### src/rtl/dds_phase_accumulator_if.sv
// Control and status bundle between the frequency selector, the phase accumulator
// and the waveform ROM address port.
interface dds_phase_accumulator_if #(
  parameter int FW_W   = 8,
  parameter int ADDR_W = 8
);
  logic              en;
  logic [FW_W-1:0]   freq_word;
  logic              freq_load;
  logic              phase_clr;
  logic [ADDR_W-1:0] rom_addr;
  logic              addr_valid;
  logic              wrap;
  logic              freq_busy;
  logic [15:0]       period_cnt;

  modport master (
    output en, freq_word, freq_load, phase_clr,
    input  rom_addr, addr_valid, wrap, freq_busy, period_cnt
  );

  modport slave (
    input  en, freq_word, freq_load, phase_clr,
    output rom_addr, addr_valid, wrap, freq_busy, period_cnt
  );
endinterface

### src/rtl/dds_phase_accumulator.sv
// DDS phase accumulator: wrapping phase register with glitch-free frequency
// changes (shadow word applied at phase wrap) and a saturating period counter.
module dds_phase_accumulator #(
  parameter int ACC_W  = 16,
  parameter int FW_W   = 8,
  parameter int ADDR_W = 8
) (
  input logic                     clk,
  input logic                     rst,
  dds_phase_accumulator_if.slave  bus
);

  typedef enum logic [1:0] {
    ST_IDLE     = 2'd0,
    ST_RUN      = 2'd1,
    ST_RUN_PEND = 2'd2
  } mode_e;

  mode_e            mode_s;
  logic [ACC_W-1:0] acc_r;
  logic [FW_W-1:0]  active_fw_r;
  logic [FW_W-1:0]  shadow_fw_r;
  logic             pending_r;
  logic             wrap_r;
  logic             addr_valid_r;
  logic [15:0]      period_cnt_r;

  logic [ACC_W-1:0] fw_ext_s;
  logic [ACC_W:0]   sum_s;
  logic             load_now_s;

  logic [ACC_W-1:0] acc_run_s;
  logic             carry_run_s;
  logic [FW_W-1:0]  active_run_s;
  logic [FW_W-1:0]  shadow_run_s;
  logic             pending_run_s;

  logic [ACC_W-1:0] acc_nxt_s;
  logic             carry_s;
  logic [FW_W-1:0]  active_nxt_s;
  logic [FW_W-1:0]  shadow_nxt_s;
  logic             pending_nxt_s;
  logic [15:0]      cnt_nxt_s;

  assign fw_ext_s   = ACC_W'(active_fw_r);
  assign sum_s      = {1'b0, acc_r} + {1'b0, fw_ext_s};
  // A word loaded while parked at phase zero cannot glitch, so it bypasses the shadow.
  assign load_now_s = bus.freq_load && (acc_r == {ACC_W{1'b0}}) && !bus.en;

  // Decode the operating mode from enable and the pending shadow word.
  always_comb begin
    mode_s = ST_IDLE;
    if (!bus.en) begin
      mode_s = ST_IDLE;
    end else if (pending_r) begin
      mode_s = ST_RUN_PEND;
    end else begin
      mode_s = ST_RUN;
    end
  end

  // Accumulate and frequency-word handover, ignoring phase clear.
  always_comb begin
    acc_run_s     = acc_r;
    carry_run_s   = 1'b0;
    active_run_s  = active_fw_r;
    shadow_run_s  = shadow_fw_r;
    pending_run_s = pending_r;
    case (mode_s)
      ST_IDLE: begin
        acc_run_s   = acc_r;
        carry_run_s = 1'b0;
      end
      ST_RUN: begin
        acc_run_s   = sum_s[ACC_W-1:0];
        carry_run_s = sum_s[ACC_W];
      end
      ST_RUN_PEND: begin
        acc_run_s   = sum_s[ACC_W-1:0];
        carry_run_s = sum_s[ACC_W];
        if (sum_s[ACC_W]) begin
          active_run_s  = shadow_fw_r;
          pending_run_s = 1'b0;
        end else begin
          active_run_s  = active_fw_r;
          pending_run_s = 1'b1;
        end
      end
      default: begin
        acc_run_s   = acc_r;
        carry_run_s = 1'b0;
      end
    endcase
    // A load landing on the applying wrap re-arms the shadow for the next wrap.
    if (load_now_s) begin
      active_run_s  = bus.freq_word;
      pending_run_s = 1'b0;
    end else if (bus.freq_load) begin
      shadow_run_s  = bus.freq_word;
      pending_run_s = 1'b1;
    end else begin
      shadow_run_s  = shadow_fw_r;
    end
  end

  // Phase clear overrides the accumulate path.
  always_comb begin
    acc_nxt_s     = acc_run_s;
    carry_s       = carry_run_s;
    active_nxt_s  = active_run_s;
    shadow_nxt_s  = shadow_run_s;
    pending_nxt_s = pending_run_s;
    cnt_nxt_s     = period_cnt_r;
    if (bus.phase_clr) begin
      acc_nxt_s     = {ACC_W{1'b0}};
      carry_s       = 1'b0;
      pending_nxt_s = 1'b0;
      cnt_nxt_s     = 16'h0000;
      if (bus.freq_load) begin
        active_nxt_s = bus.freq_word;
      end else if (pending_r) begin
        active_nxt_s = shadow_fw_r;
      end else begin
        active_nxt_s = active_fw_r;
      end
    end else if (carry_run_s && (period_cnt_r != 16'hFFFF)) begin
      cnt_nxt_s = period_cnt_r + 16'd1;
    end else begin
      cnt_nxt_s = period_cnt_r;
    end
  end

  // State and output registers.
  always_ff @(posedge clk or posedge rst) begin
    if (rst) begin
      acc_r        <= {ACC_W{1'b0}};
      active_fw_r  <= {FW_W{1'b0}};
      shadow_fw_r  <= {FW_W{1'b0}};
      pending_r    <= 1'b0;
      wrap_r       <= 1'b0;
      addr_valid_r <= 1'b0;
      period_cnt_r <= 16'h0000;
    end else begin
      acc_r        <= acc_nxt_s;
      active_fw_r  <= active_nxt_s;
      shadow_fw_r  <= shadow_nxt_s;
      pending_r    <= pending_nxt_s;
      wrap_r       <= carry_s;
      addr_valid_r <= bus.en;
      period_cnt_r <= cnt_nxt_s;
    end
  end

  assign bus.rom_addr   = acc_r[ACC_W-1 -: ADDR_W];
  assign bus.addr_valid = addr_valid_r;
  assign bus.wrap       = wrap_r;
  assign bus.freq_busy  = pending_r;
  assign bus.period_cnt = period_cnt_r;

endmodule

### src/flat_wrapper.sv
// flat-port wrapper written by rule: the top's interface ports become plain ports
module dds_phase_accumulator_flat 
#(
  parameter int ACC_W  = 16,
  parameter int FW_W   = 8,
  parameter int ADDR_W = 8
)
  (clk, rst, bus_en, bus_freq_word, bus_freq_load, bus_phase_clr, bus_rom_addr, bus_addr_valid, bus_wrap, bus_freq_busy, bus_period_cnt);
  dds_phase_accumulator_if #(.FW_W(FW_W), .ADDR_W(ADDR_W)) bus_i ();
  input logic clk;
  input logic rst;
  input wire logic [$bits(bus_i.en)-1:0] bus_en;
  input wire logic [$bits(bus_i.freq_word)-1:0] bus_freq_word;
  input wire logic [$bits(bus_i.freq_load)-1:0] bus_freq_load;
  input wire logic [$bits(bus_i.phase_clr)-1:0] bus_phase_clr;
  output wire logic [$bits(bus_i.rom_addr)-1:0] bus_rom_addr;
  output wire logic [$bits(bus_i.addr_valid)-1:0] bus_addr_valid;
  output wire logic [$bits(bus_i.wrap)-1:0] bus_wrap;
  output wire logic [$bits(bus_i.freq_busy)-1:0] bus_freq_busy;
  output wire logic [$bits(bus_i.period_cnt)-1:0] bus_period_cnt;
  assign bus_i.en = bus_en;
  assign bus_i.freq_word = bus_freq_word;
  assign bus_i.freq_load = bus_freq_load;
  assign bus_i.phase_clr = bus_phase_clr;
  assign bus_rom_addr = bus_i.rom_addr;
  assign bus_addr_valid = bus_i.addr_valid;
  assign bus_wrap = bus_i.wrap;
  assign bus_freq_busy = bus_i.freq_busy;
  assign bus_period_cnt = bus_i.period_cnt;
  dds_phase_accumulator #(.ACC_W(ACC_W), .FW_W(FW_W), .ADDR_W(ADDR_W)) u_core (.clk(clk), .rst(rst), .bus(bus_i));
endmodule
### config.mk
export PLATFORM = sky130hd
export DESIGN_NAME = dds_phase_accumulator_flat
export DESIGN_NICKNAME = d
export VERILOG_FILES = /design/src/rtl/dds_phase_accumulator_if.sv /design/src/rtl/dds_phase_accumulator.sv /design/src/flat_wrapper.sv
export SDC_FILE = /design/constraint.sdc
export NUM_CORES = 1
export LEC_CHECK = 0
export ABC_AREA = 1
export BUFFER_PORTS_ARGS = -buffer_cell sky130_fd_sc_hd__buf_2
export CAP_MARGIN = 20
export CORE_MARGIN = 2
export CORE_UTILIZATION = 25
export CTS_BUF_LIST = sky130_fd_sc_hd__clkbuf_2 sky130_fd_sc_hd__clkbuf_4 sky130_fd_sc_hd__clkbuf_8
export DETAILED_ROUTE_END_ITERATION = 8
export SETUP_SLACK_MARGIN = 0.5
export SYNTH_ARGS = -nofsm -noshare
export SYNTH_HDL_FRONTEND = slang
export SYNTH_SLANG_ARGS = --single-unit
### constraint.sdc
create_clock -name clk -period 1.74 [get_ports clk]
set_input_delay 0.174 -clock clk [delete_from_list [all_inputs] [get_ports clk]]
set_output_delay 0.174 -clock clk [all_outputs]
set_load 0.1 [all_outputs]
==> metrics.md, run 1 <==
| Metric | Value |
|---|---|
| Slew headroom | `60.0%` |
| Initial antenna violation count | `0` |
| Clock-pin slew on the worst setup and hold paths | `0.10 ns` |
| Post-Synthesis Cells | `481` |
| Multiplexer share of the synthesized area | `0%` |
| Port Buffers | `39` |
| #FFs+latches synth | `slightly above 50` |
| Die W | `121 um` |
| Avg Inst Size Synth | `slightly above 7 um2` |
| Wire per inst | `13.1 um` |
| Num rows | `42` |
| Max Fclk | `529 MHz` |
| DP HPWL | `6.96 mm` |
| Vias in the first global route | `3416` |
| CTS tree | `done` |
| I/O pins | `40` |
| Ant. Diodes | `0` |
| WS Path Type | `flip-flop to flip-flop` |
| Slowest Stage Delay on Critical Path | `0.37 ns` |
| Cts bufs inserted | `5` |
| Tightest Hold Check Type | `input pin to flip-flop` |
| R2R depth | `14` |
| Final worst slack | `-0.151 ns` |
| Largest net degree at the start of global routing | `30` |
| Clock Skews | `~0.011 ns` |
| Remaining Overflow, GRT | `0` |
| Levels on crit path | `14` |
| Synth unique cells | `40` |
| Worst path cell trace | `ha_2 > inv_2 > fa_2 > inv_2 > nand2_2 > nand2_2 > nand3_4 > buf_4 > buf_6 > buf_6 > nand2_4 > or2_4 > nand3_2 > nand2_1` |
| CTS root buf | `clkbuf_8` |
| Cell Area, Placed | `between 4000 and 5000 um2` |
| Sequential area share after synthesis | `between 30% and 40%` |
| RSZ-0062 raised after global routing | `true` |
| Failing checks | `setup timing` |
| Pwr/cell area | `826 nW/um2` |
| Die H | `~120 um` |
| Final hold slack | `0.121 ns` |
| Final Net Count | `584` |
| Area growth, synth to finish | `49.2%` |
| Mapped cell area | `3450 um2` |
| Core Area | `between 10000 and 15000 um2` |
| Syn. warnings | `0` |
| Initial DRC Count | `183` |
| Pins Over Slew Limit | `0` |
| Leak | `approximately 2.4 nW` |
| Post-route cell area | `5140 um2` |
| Via density | `4.62` |
| Worst-Margin Slew | `roughly 0.59 ns` |
| Clock tree sinks | `51` |
| Period utilization | `109%` |
| Starting Density | `25.8%` |
| Clk Latency, worst-skew pair | `between 0.3 and 0.4 ns` |
| Total GRT Usage | `about 14%` |
| Slowest CP cell | `dfrtp_1` |
| Critical Path Fanout Max | `2` |
| Critical Path Sink Type | `flip-flop` |
| Hold Path Stages | `3` |
| Clk buf depth | `2` |
| Synth Area in XOR/XNOR | `2.03%` |
| Status | `complete, but fails checks` |
| CP bufs+invs | `5` |
| RePlAce Congestion | `0.853` |
| Die area | `14700 um2` |
| Critical path arrival | `2.15 ns` |
| Setup TNS | `-3.02 ns` |
| Simple-gate share of the synthesized area | `between 30 and 40%` |
| DRC | `0` |
| Final Hold Viols | `0` |
| Max Cap Violations | `0` |
| Largest family of logic cells by synthesized area | `simple AND/OR/NAND/NOR gates` |
| Max VDD drop | `0.325 mV` |
| Final setup viols | `30` |
| Worst EP required | `around 2.0 ns` |
| Tmin final | `1.89 ns` |
| Synthesized-area fraction occupied by adder cells | `3.85%` |
| # fillers | `1362` |
| DR pass1 iterations | `4` |
| Via count | `3412` |
| Worst setup SP type | `flip-flop` |
| Total nets after synthesis | `504` |
| H-Tree Depth | `2` |
| Compound-gate portion of the synthesized area | `9.33%` |
| First-pass GRT wire length | `16.6 mm` |
| Final WL | `9.66 mm` |
| Largest delay contributor family on the critical path | `adder cells` |
| Antenna viol nets, final | `0` |
| Share of layout cells above drive strength 1 | `about two fifths` |
## sequential cells by signal, indices dropped and copies added (netlist names)
register               flops
u_core.acc_r              16
u_core.active_fw_r         8
u_core.bus.addr_valid      1
u_core.bus.freq_busy       1
u_core.bus.period_cnt     16
u_core.bus.wrap            1
u_core.shadow_fw_r         8
## path summary, 6_finish.rpt
kind | startpoint | slack, ns | end
max | u_core.active_fw_r[0]$_DFFE_PP0P_ | -0.15 | u_core.acc_r[6]$_DFFE_PP0P_
min | bus_freq_word[3] | 0.12 | u_core.shadow_fw_r[3]$_DFFE_PP0P_
max reg2reg | u_core.active_fw_r[0]$_DFFE_PP0P_ | -0.15 | u_core.acc_r[6]$_DFFE_PP0P_
min reg2reg | u_core.shadow_fw_r[0]$_DFFE_PP0P_ | 0.49 | u_core.shadow_fw_r[0]$_DFFE_PP0P_
max in group asynchronous | rst | 0.78 | u_core.shadow_fw_r[0]$_DFFE_PP0P_
min in group asynchronous | rst | 0.43 | u_core.acc_r[11]$_DFFE_PP0P_
## final cells by class
type / instances / area (um2) / share of cell area (%)
clock inverters: 3 / 47.5 / 0.925
flip-flops and latches: 51 / 1300 / 25.3
clock buffers: 5 / 68.8 / 1.34
well taps: 176 / 220 / 4.28
inverters: 54 / 209 / 4.06
repair buffers: 90 / 961 / 18.7
multi-input cells: 359 / 2330 / 45.4
## worst reg2reg max path: cells and delay by family, from the launching register on
kind,cells,cell delay [ns]
adders and majority gates,2,0.52
and+or+nand+nor,7,0.47
buffers and inverters,5,0.46
DFF,1,0.37
## where the power goes
part	internal [mW]	switching, mW	leakage, nW
logic	0.907	0.993	1.69
registers	1.32	0.147	0.642
clock network	0.437	0.445	0.0587
## cells in the mapped netlist, drive strengths merged
library cell  number  area, um2
a211oi             1       7.51
inv               53        199
nand3             62        338
a22o               1       8.76
a21oi             22        125
a32o               1       10.0
a21boi             1       7.51
ha                 9        113
fa                 1       20.0
dfrtp             51       1280
clkinv             1       3.75
xor2               4       35.0
or2                2       12.5
o21bai             4       30.0
buf               17        128
o21ai             25        133
clkbuf             2       7.51
nand2            153        604
nor2              52        243
nor3               4       36.3
nor4               2       12.5
nand4              9       62.6
xnor2              4       35.0
## repair_timing
action	CTS	global route
endpoints found under the hold margin	22	0
pin swaps	40	20
setup endpoints to repair	76	65
cloned	5	0
setup buffers	12	5
gates resized for setup	120	34
hold buffers	1	0
## metrics by stage
stage / setup slack [ns] / std cells / total power [mW] / util [%]
after global placement: -0.0861 / 707 / 2.89 / 31.8
after floorplan: -0.128 / 481 / 2.46 / -
after detailed placement: -0.145 / 707 / 2.92 / 31.8
after global routing: -0.280 / 738 / 4.54 / 38.5
after CTS: -0.139 / 733 / 4.20 / 37.3
final: -0.151 / 738 / 4.25 / 38.5
## layer usage
layer	GRT usage, %	part of all wire, %	vias to the layer above
met5	0	0	-
met1	18.5	46	1627
met3	2.77	3.9	13
met4	3.81	1.2	0
met2	23.5	48	58
li1	-	-	1714
## cell families (layout without fill, tap and decap cells)
kind of cell,Yosys count,in the layout
buffers and inverters,73,152
adders and majority gates,10,10
xor gates and xnor gates,8,8
and+or+nand+nor,284,286
DFF,51,51
AOI/OAI and AO/OA,55,55
## cell usage in the layout, fill, tap and decap left out, types with 10 or more instances in the layout
cell | Yosys | final
a21oi_1 | 20 | 12
buf_2 | 3 | 12
buf_4 | 8 | 31
buf_6 | 4 | 30
dfrtp_1 | 51 | 30
dfrtp_2 | 0 | 21
inv_1 | 49 | 44
nand2_1 | 145 | 119
nand2_2 | 6 | 22
nand2_4 | 2 | 10
nand3_1 | 58 | 40
nand3_2 | 3 | 18
nor2_1 | 43 | 35
nor2_4 | 5 | 10
Note: power is estimated with default switching activity, not from simulation.
==> run 2, diff against run 1 <==
BUFFER_PORTS_ARGS = -buffer_cell sky130_fd_sc_hd__clkbuf_2   (was -buffer_cell sky130_fd_sc_hd__buf_2)
==> metrics.md, run 2 (same netlist as run 1, synthesis figures left out) <==
| Metric | Value |
|---|---|
| R2R Setup Slk | `-0.15 ns (about the same)` |
| Wire per inst | `13.7 um (was 13.1 um)` |
| Tmin final | `1.89 ns (about the same)` |
| Most frequent cells in the layout | `118 x nand2_1, 43 x inv_1, 42 x nand3_1, 38 x nor2_1, 35 x buf_4 (was 119 x nand2_1, 44 x inv_1, 40 x nand3_1, 35 x nor2_1, 31 x buf_4)` |
| # fillers | `1349 (was 1362)` |
| CTS tree | `done (unchanged)` |
| Max Cap Violations | `0 (unchanged)` |
| Clk Latency, worst-skew pair | `0.33 ns (was 0.32 ns)` |
| Final cell count without fillers | `745 (was 738)` |
| CP bufs+invs | `5 (unchanged)` |
| Final Hold Viols | `0 (unchanged)` |
| Final worst slack | `-0.151 ns (about the same)` |
| WS Path Type | `flip-flop to flip-flop (unchanged)` |
| Pwr/cell area | `806 nW/um2 (was 826 nW/um2)` |
| Most common cell after layout, fill and taps aside | `nand2_1 (unchanged)` |
| Clock-pin slew on the worst setup and hold paths | `0.11 ns (was 0.10 ns)` |
| Period utilization | `109% (about the same)` |
| RePlAce Congestion | `0.860 (was 0.853)` |
| Layout Utilization | `39.4% (was 38.5%)` |
| Dpl cells | `706 (was 707)` |
| Share of layout cells above drive strength 1 | `41.8% (about the same)` |
| Clock tree sinks | `51 (unchanged)` |
| Via count | `3413 (was 3412)` |
| Ant. Diodes | `0 (unchanged)` |
| Starting Density | `25.8% (unchanged)` |
| Largest net degree at the start of global routing | `30 (unchanged)` |
| Slew headroom | `62.2% (was 60.0%)` |
| Largest delay contributor family on the critical path | `adder cells (unchanged)` |
| CTS root buf | `clkbuf_8 (unchanged)` |
| Port Buffers | `39 (unchanged)` |
| Clock Skews | `0.0165 ns (was 0.0111 ns)` |
| Initial DRC Count | `141 (was 183)` |
| I/O pins | `40 (unchanged)` |
| Die H | `121 um (unchanged)` |
| Vias in the first global route | `3407 (was 3416)` |
| Worst-Margin Slew | `0.565 ns (was 0.594 ns)` |
| Critical Path Fanout Max | `2 (unchanged)` |
| Critical path arrival | `2.16 ns (was 2.15 ns)` |
| Num rows | `42 (unchanged)` |
| Die area | `14700 um2 (unchanged)` |
| Failing checks | `setup timing (unchanged)` |
| Final setup viols | `31 (was 30)` |
| DR pass1 iterations | `4 (unchanged)` |
| Final WL | `10.2 mm (was 9.66 mm)` |
| Critical Path Sink Type | `flip-flop (unchanged)` |
| Via density | `4.58 (was 4.62)` |
| Slowest Stage Delay on Critical Path | `0.36 ns (was 0.37 ns)` |
| Total power | `4.24 mW (was 4.25 mW)` |
| Tightest Hold Check Type | `input pin to flip-flop (unchanged)` |
| DRC | `0 (unchanged)` |
| Worst setup SP type | `flip-flop (unchanged)` |
| Worst path cell trace | `ha_2 > inv_2 > fa_2 > inv_2 > nand2_4 > nand2_4 > nand3_4 > buf_4 > buf_4 > buf_6 > nand2_4 > or2_4 > nand3_2 > nand2_1 (was ha_2 > inv_2 > fa_2 > inv_2 > nand2_2 > nand2_2 > nand3_4 > buf_4 > buf_6 > buf_6 > nand2_4 > or2_4 > nand3_2 > nand2_1)` |
| Initial antenna violation count | `0 (unchanged)` |
| Leak | `2.45 nW (was 2.40 nW)` |
| Most used cell, CP | `nand2_4` |
| DP HPWL | `7.11 mm (was 6.96 mm)` |
| Clk buf depth | `2 (unchanged)` |
| H-Tree Depth | `2 (unchanged)` |
| First-pass GRT wire length | `16.9 mm (was 16.6 mm)` |
| Slowest CP cell | `dfrtp_1 (unchanged)` |
| Final hold slack | `0.0954 ns (was 0.121 ns)` |
| Area growth, synth to finish | `52.6% (was 49.2%)` |
| Status | `complete, but fails checks (unchanged)` |
| Core Area | `13300 um2 (unchanged)` |
| RSZ-0062 raised after global routing | `true (unchanged)` |
| Setup TNS | `-3.05 ns (was -3.02 ns)` |
| Max Fclk | `529 MHz (about the same)` |
| Die W | `121 um (unchanged)` |
| Cts bufs inserted | `5 (unchanged)` |
| Worst EP required | `2.01 ns (was 2.00 ns)` |
| Pins Over Slew Limit | `0 (unchanged)` |
| Max VDD drop | `0.327 mV (was 0.325 mV)` |
| Antenna viol nets, final | `0 (unchanged)` |
| Total GRT Usage | `14.3% (was 14.1%)` |
| Remaining Overflow, GRT | `0 (unchanged)` |
| Final Net Count | `591 (was 584)` |
==> run 2: worst paths after layout <==
check	endpoint	start	cells past startpoint
worst min-delay path	u_core.shadow_fw_r[7]$_DFFE_PP0P_	bus_freq_word[7]	3
worst max register to register	u_core.acc_r[6]$_DFFE_PP0P_	u_core.active_fw_r[0]$_DFFE_PP0P_	14
worst max-delay path	u_core.acc_r[6]$_DFFE_PP0P_	u_core.active_fw_r[0]$_DFFE_PP0P_	14
max in group asynchronous	u_core.active_fw_r[4]$_DFFE_PP0P_	rst	4
min in group asynchronous	u_core.acc_r[12]$_DFFE_PP0P_	rst	3
worst min register to register	u_core.shadow_fw_r[5]$_DFFE_PP0P_	u_core.shadow_fw_r[5]$_DFFE_PP0P_	2
==> run 2: where the power goes <==
part           switching, mW  internal [mW]
sequential             0.153           1.32
clock                  0.446          0.326
combinational           1.04          0.949
total                   1.64           2.60
==> run 2: timing repair <==
action	in CTS	in global routing
gates resized for setup	113	40
hold endpoints to repair	22	0
gates cloned	4	1
hold buffers	1	0
endpoints found under the setup margin	76	62
pin swaps	25	18
buffers inserted	13	12
==> run 2: worst register-to-register path: cells and delay by family (launching register included) <==
| kind | cells | cell delay [ns] |
|---|---|---|
| AND/OR/NAND/NOR | 7 | 0.48 |
| adder cells (fa/ha/maj) | 2 | 0.51 |
| flip-flops | 1 | 0.36 |
| buffers and inverters | 5 | 0.50 |
==> run 2: per-layer routing <==
layer  vias to the layer above  track usage (%)  share of wire (%)
li1                       1725                -                  -
met1                      1621             18.1                 45
met2                        56             24.4                 50
met3                        11             2.68                3.5
met4                         0             4.96                1.7
met5                         -                0                  0
==> run 2: final cells by class <==
| cell class | instances | area, um2 | share of cell area, % |
|---|---|---|---|
| flip-flops and latches | 51 | 1310 | 24.8 |
| inverters | 54 | 209 | 3.97 |
| clock inverters | 2 | 16.3 | 0.309 |
| repair buffers | 97 | 1110 | 21.2 |
| multi-input cells | 359 | 2310 | 44.0 |
| clock buffers | 6 | 82.6 | 1.57 |
| well taps | 176 | 220 | 4.19 |
==> run 2: stage by stage <==
step	instance area, um2	setup WS [ns]
after detailed placement	4250	-0.154
final	5260	-0.151
after CTS	5040	-0.146
after global routing	5260	-0.276
after global placement	4250	-0.0842
after floorplan	3700	-0.128
==> run 3, diff against run 2 <==
CORE_ASPECT_RATIO = 1.2   (was unset)
==> metrics.md, run 3 (same netlist as run 1, synthesis figures left out) <==
| Metric | Value |
|---|---|
| DR pass1 iterations | `4 (unchanged)` |
| Final setup viols | `30 (was 31)` |
| Max Cap Violations | `0 (unchanged)` |
| H-Tree Depth | `2 (unchanged)` |
| First-pass GRT wire length | `16.0 mm (was 16.9 mm)` |
| Clock-pin slew on the worst setup and hold paths | `0.10 ns (was 0.11 ns)` |
| Place WS | `-0.156 ns (was -0.154 ns)` |
| Slew headroom | `61.9% (was 62.2%)` |
| Clk Latency, worst-skew pair | `0.32 ns (was 0.33 ns)` |
| Port Buffers | `39 (unchanged)` |
| Status | `complete, but fails checks (unchanged)` |
| Antenna viol nets, final | `0 (unchanged)` |
| Largest net degree at the start of global routing | `26 (was 30)` |
| DRC | `0 (unchanged)` |
| Critical path arrival | `2.16 ns (about the same)` |
| Reg area | `1300 um2 (was 1310 um2)` |
| Final WL | `9.62 mm (was 10.2 mm)` |
| Worst-Margin Slew | `0.566 ns (was 0.565 ns)` |
| # fillers | `1380 (was 1349)` |
| Footprint of the multi-input gates | `2360 um2 (was 2310 um2)` |
| Layout Utilization | `37.3% (was 39.4%)` |
| Tmin final | `1.90 ns (was 1.89 ns)` |
| Max VDD drop | `0.451 mV (was 0.327 mV)` |
| Most frequent cells in the layout | `121 x nand2_1, 44 x inv_1, 41 x nand3_1, 38 x nor2_1, 31 x dfrtp_1 (was 118 x nand2_1, 43 x inv_1, 42 x nand3_1, 38 x nor2_1, 35 x buf_4)` |
| Final Net Count | `578 (was 591)` |
| I/O pins | `40 (unchanged)` |
| Share of layout cells above drive strength 1 | `40.1% (was 41.8%)` |
| Final hold slack | `0.114 ns (was 0.0954 ns)` |
| Pwr/cell area | `820 nW/um2 (was 806 nW/um2)` |
| Final Hold Viols | `0 (unchanged)` |
| Vias in the first global route | `3231 (was 3407)` |
| WS Path Type | `flip-flop to flip-flop (unchanged)` |
| Setup TNS | `-3.20 ns (was -3.05 ns)` |
| Worst EP required | `2.00 ns (was 2.01 ns)` |
| Max Fclk | `525 MHz (was 529 MHz)` |
| Ant. Diodes | `0 (unchanged)` |
| Die area | `14700 um2 (about the same)` |
| Starting Density | `25.3% (was 25.8%)` |
| CTS tree | `done (unchanged)` |
| Period utilization | `109% (about the same)` |
| Initial DRC Count | `152 (was 141)` |
| Tightest Hold Check Type | `input pin to flip-flop (unchanged)` |
| Initial antenna violation count | `0 (unchanged)` |
| Final worst slack | `-0.165 ns (was -0.151 ns)` |
| Die W | `111 um (was 121 um)` |
| Leak | `2.35 nW (was 2.45 nW)` |
| Cts bufs inserted | `5 (unchanged)` |
| Clk buf depth | `2 (unchanged)` |
| Clock Skews | `0.0153 ns (was 0.0165 ns)` |
| Failing checks | `setup timing (unchanged)` |
| RSZ-0062 raised after global routing | `true (unchanged)` |
| Total GRT Usage | `13.0% (was 14.3%)` |
| Via density | `4.62 (was 4.58)` |
| Core Area | `13600 um2 (was 13300 um2)` |
| Num rows | `47 (was 42)` |
| CTS root buf | `clkbuf_8 (unchanged)` |
| Die H | `133 um (was 121 um)` |
| Wire per inst | `13.2 um (was 13.7 um)` |
| RePlAce Congestion | `0.861 (was 0.860)` |
| Pins Over Slew Limit | `0 (unchanged)` |
| Worst setup SP type | `flip-flop (unchanged)` |
| Most common cell after layout, fill and taps aside | `nand2_1 (unchanged)` |
| Via count | `3356 (was 3413)` |
| Remaining Overflow, GRT | `0 (unchanged)` |
| Critical Path Sink Type | `flip-flop (unchanged)` |
| Area growth, synth to finish | `47.8% (was 52.6%)` |
| Clock tree sinks | `51 (unchanged)` |
| Critical Path Fanout Max | `2 (unchanged)` |
| DP HPWL | `6.98 mm (was 7.11 mm)` |
[run 3: changes by cell type in the layout (fill, tap and decap cells not counted), moves of 3 or more]
| cell | change |
|---|---|
| buf_4 | -9 |
| a21oi_1 | -5 |
| dfrtp_1 | +4 |
| dfrtp_2 | -4 |
| a21oi_2 | +3 |
| buf_12 | -3 |
| buf_8 | +3 |
| nand2_1 | +3 |
| nand2_2 | -3 |
| nand3_4 | +3 |
[run 3: repair_timing]
| action | in CTS | in global routing |
|---|---|---|
| hold endpoints to repair | 19 | 0 |
| cloned | 2 | 0 |
| gates resized for setup | 105 | 42 |
| endpoints found under the setup margin | 76 | 65 |
| hold buffers | 1 | 0 |
| buffers inserted | 11 | 8 |
| pin swaps | 22 | 25 |
[run 3: power breakdown]
group          switching (mW)  internal (mW)
sequential              0.155           1.32
combinational            1.05          0.890
clock                   0.457          0.298
[run 3: through the flow]
| step | power [mW] | cells | cell area [um2] |
|---|---|---|---|
| 3_3_place_gp | 2.81 | 697 | 4190 |
| 5_1_grt | 4.42 | 727 | 5090 |
| 2_1_floorplan | 2.46 | 481 | 3700 |
| 4_1_cts | 3.94 | 719 | 4890 |
| 3_5_place_dp | 2.84 | 697 | 4190 |
| 6_report | 4.18 | 727 | 5090 |
[run 3: layout make-up]
type	count	area share, %
Clock inverter	3	0.516
Clock buffer	5	1.35
Sequential cell	51	25.5
Timing Repair Buffer	84	17.9
Tap cell	171	4.20
Multi-Input combinational cell	359	46.4
Inverter	54	4.05
[run 3: worst max-delay path: stages (launching register included)]
cell	delay, ns
dfrtp_1	0.37
ha_2	0.19
inv_2	0.04
fa_2	0.33
inv_2	0.09
nand2_4	0.06
nand2_4	0.07
nand3_4	0.07
buf_4	0.14
buf_4	0.12
buf_6	0.10
nand2_2	0.06
or2_4	0.11
nand3_2	0.04
nand2_1	0.06
[run 3: metal layers]
metal | track usage [%] | routed length [um]
met3 | 1.97 | 288
met1 | 16.3 | 4240
met2 | 23.1 | 4920
met4 | 3.50 | 172
met5 | 0 | 0
[run 3: worst paths after layout]
check	slack (ns)	depth (start not counted)	start	endpoint
max in group asynchronous	0.66	4	rst	u_core.active_fw_r[4]$_DFFE_PP0P_
worst max-delay path	-0.16	14	u_core.acc_r[0]$_DFFE_PP0P_	u_core.acc_r[6]$_DFFE_PP0P_
worst min register to register	0.49	2	u_core.shadow_fw_r[7]$_DFFE_PP0P_	u_core.shadow_fw_r[7]$_DFFE_PP0P_
worst min-delay path	0.11	3	bus_freq_word[4]	u_core.shadow_fw_r[4]$_DFFE_PP0P_
worst max register to register	-0.16	14	u_core.acc_r[0]$_DFFE_PP0P_	u_core.acc_r[6]$_DFFE_PP0P_
min in group asynchronous	0.42	3	rst	u_core.bus.period_cnt[14]$_DFFE_PP0P_
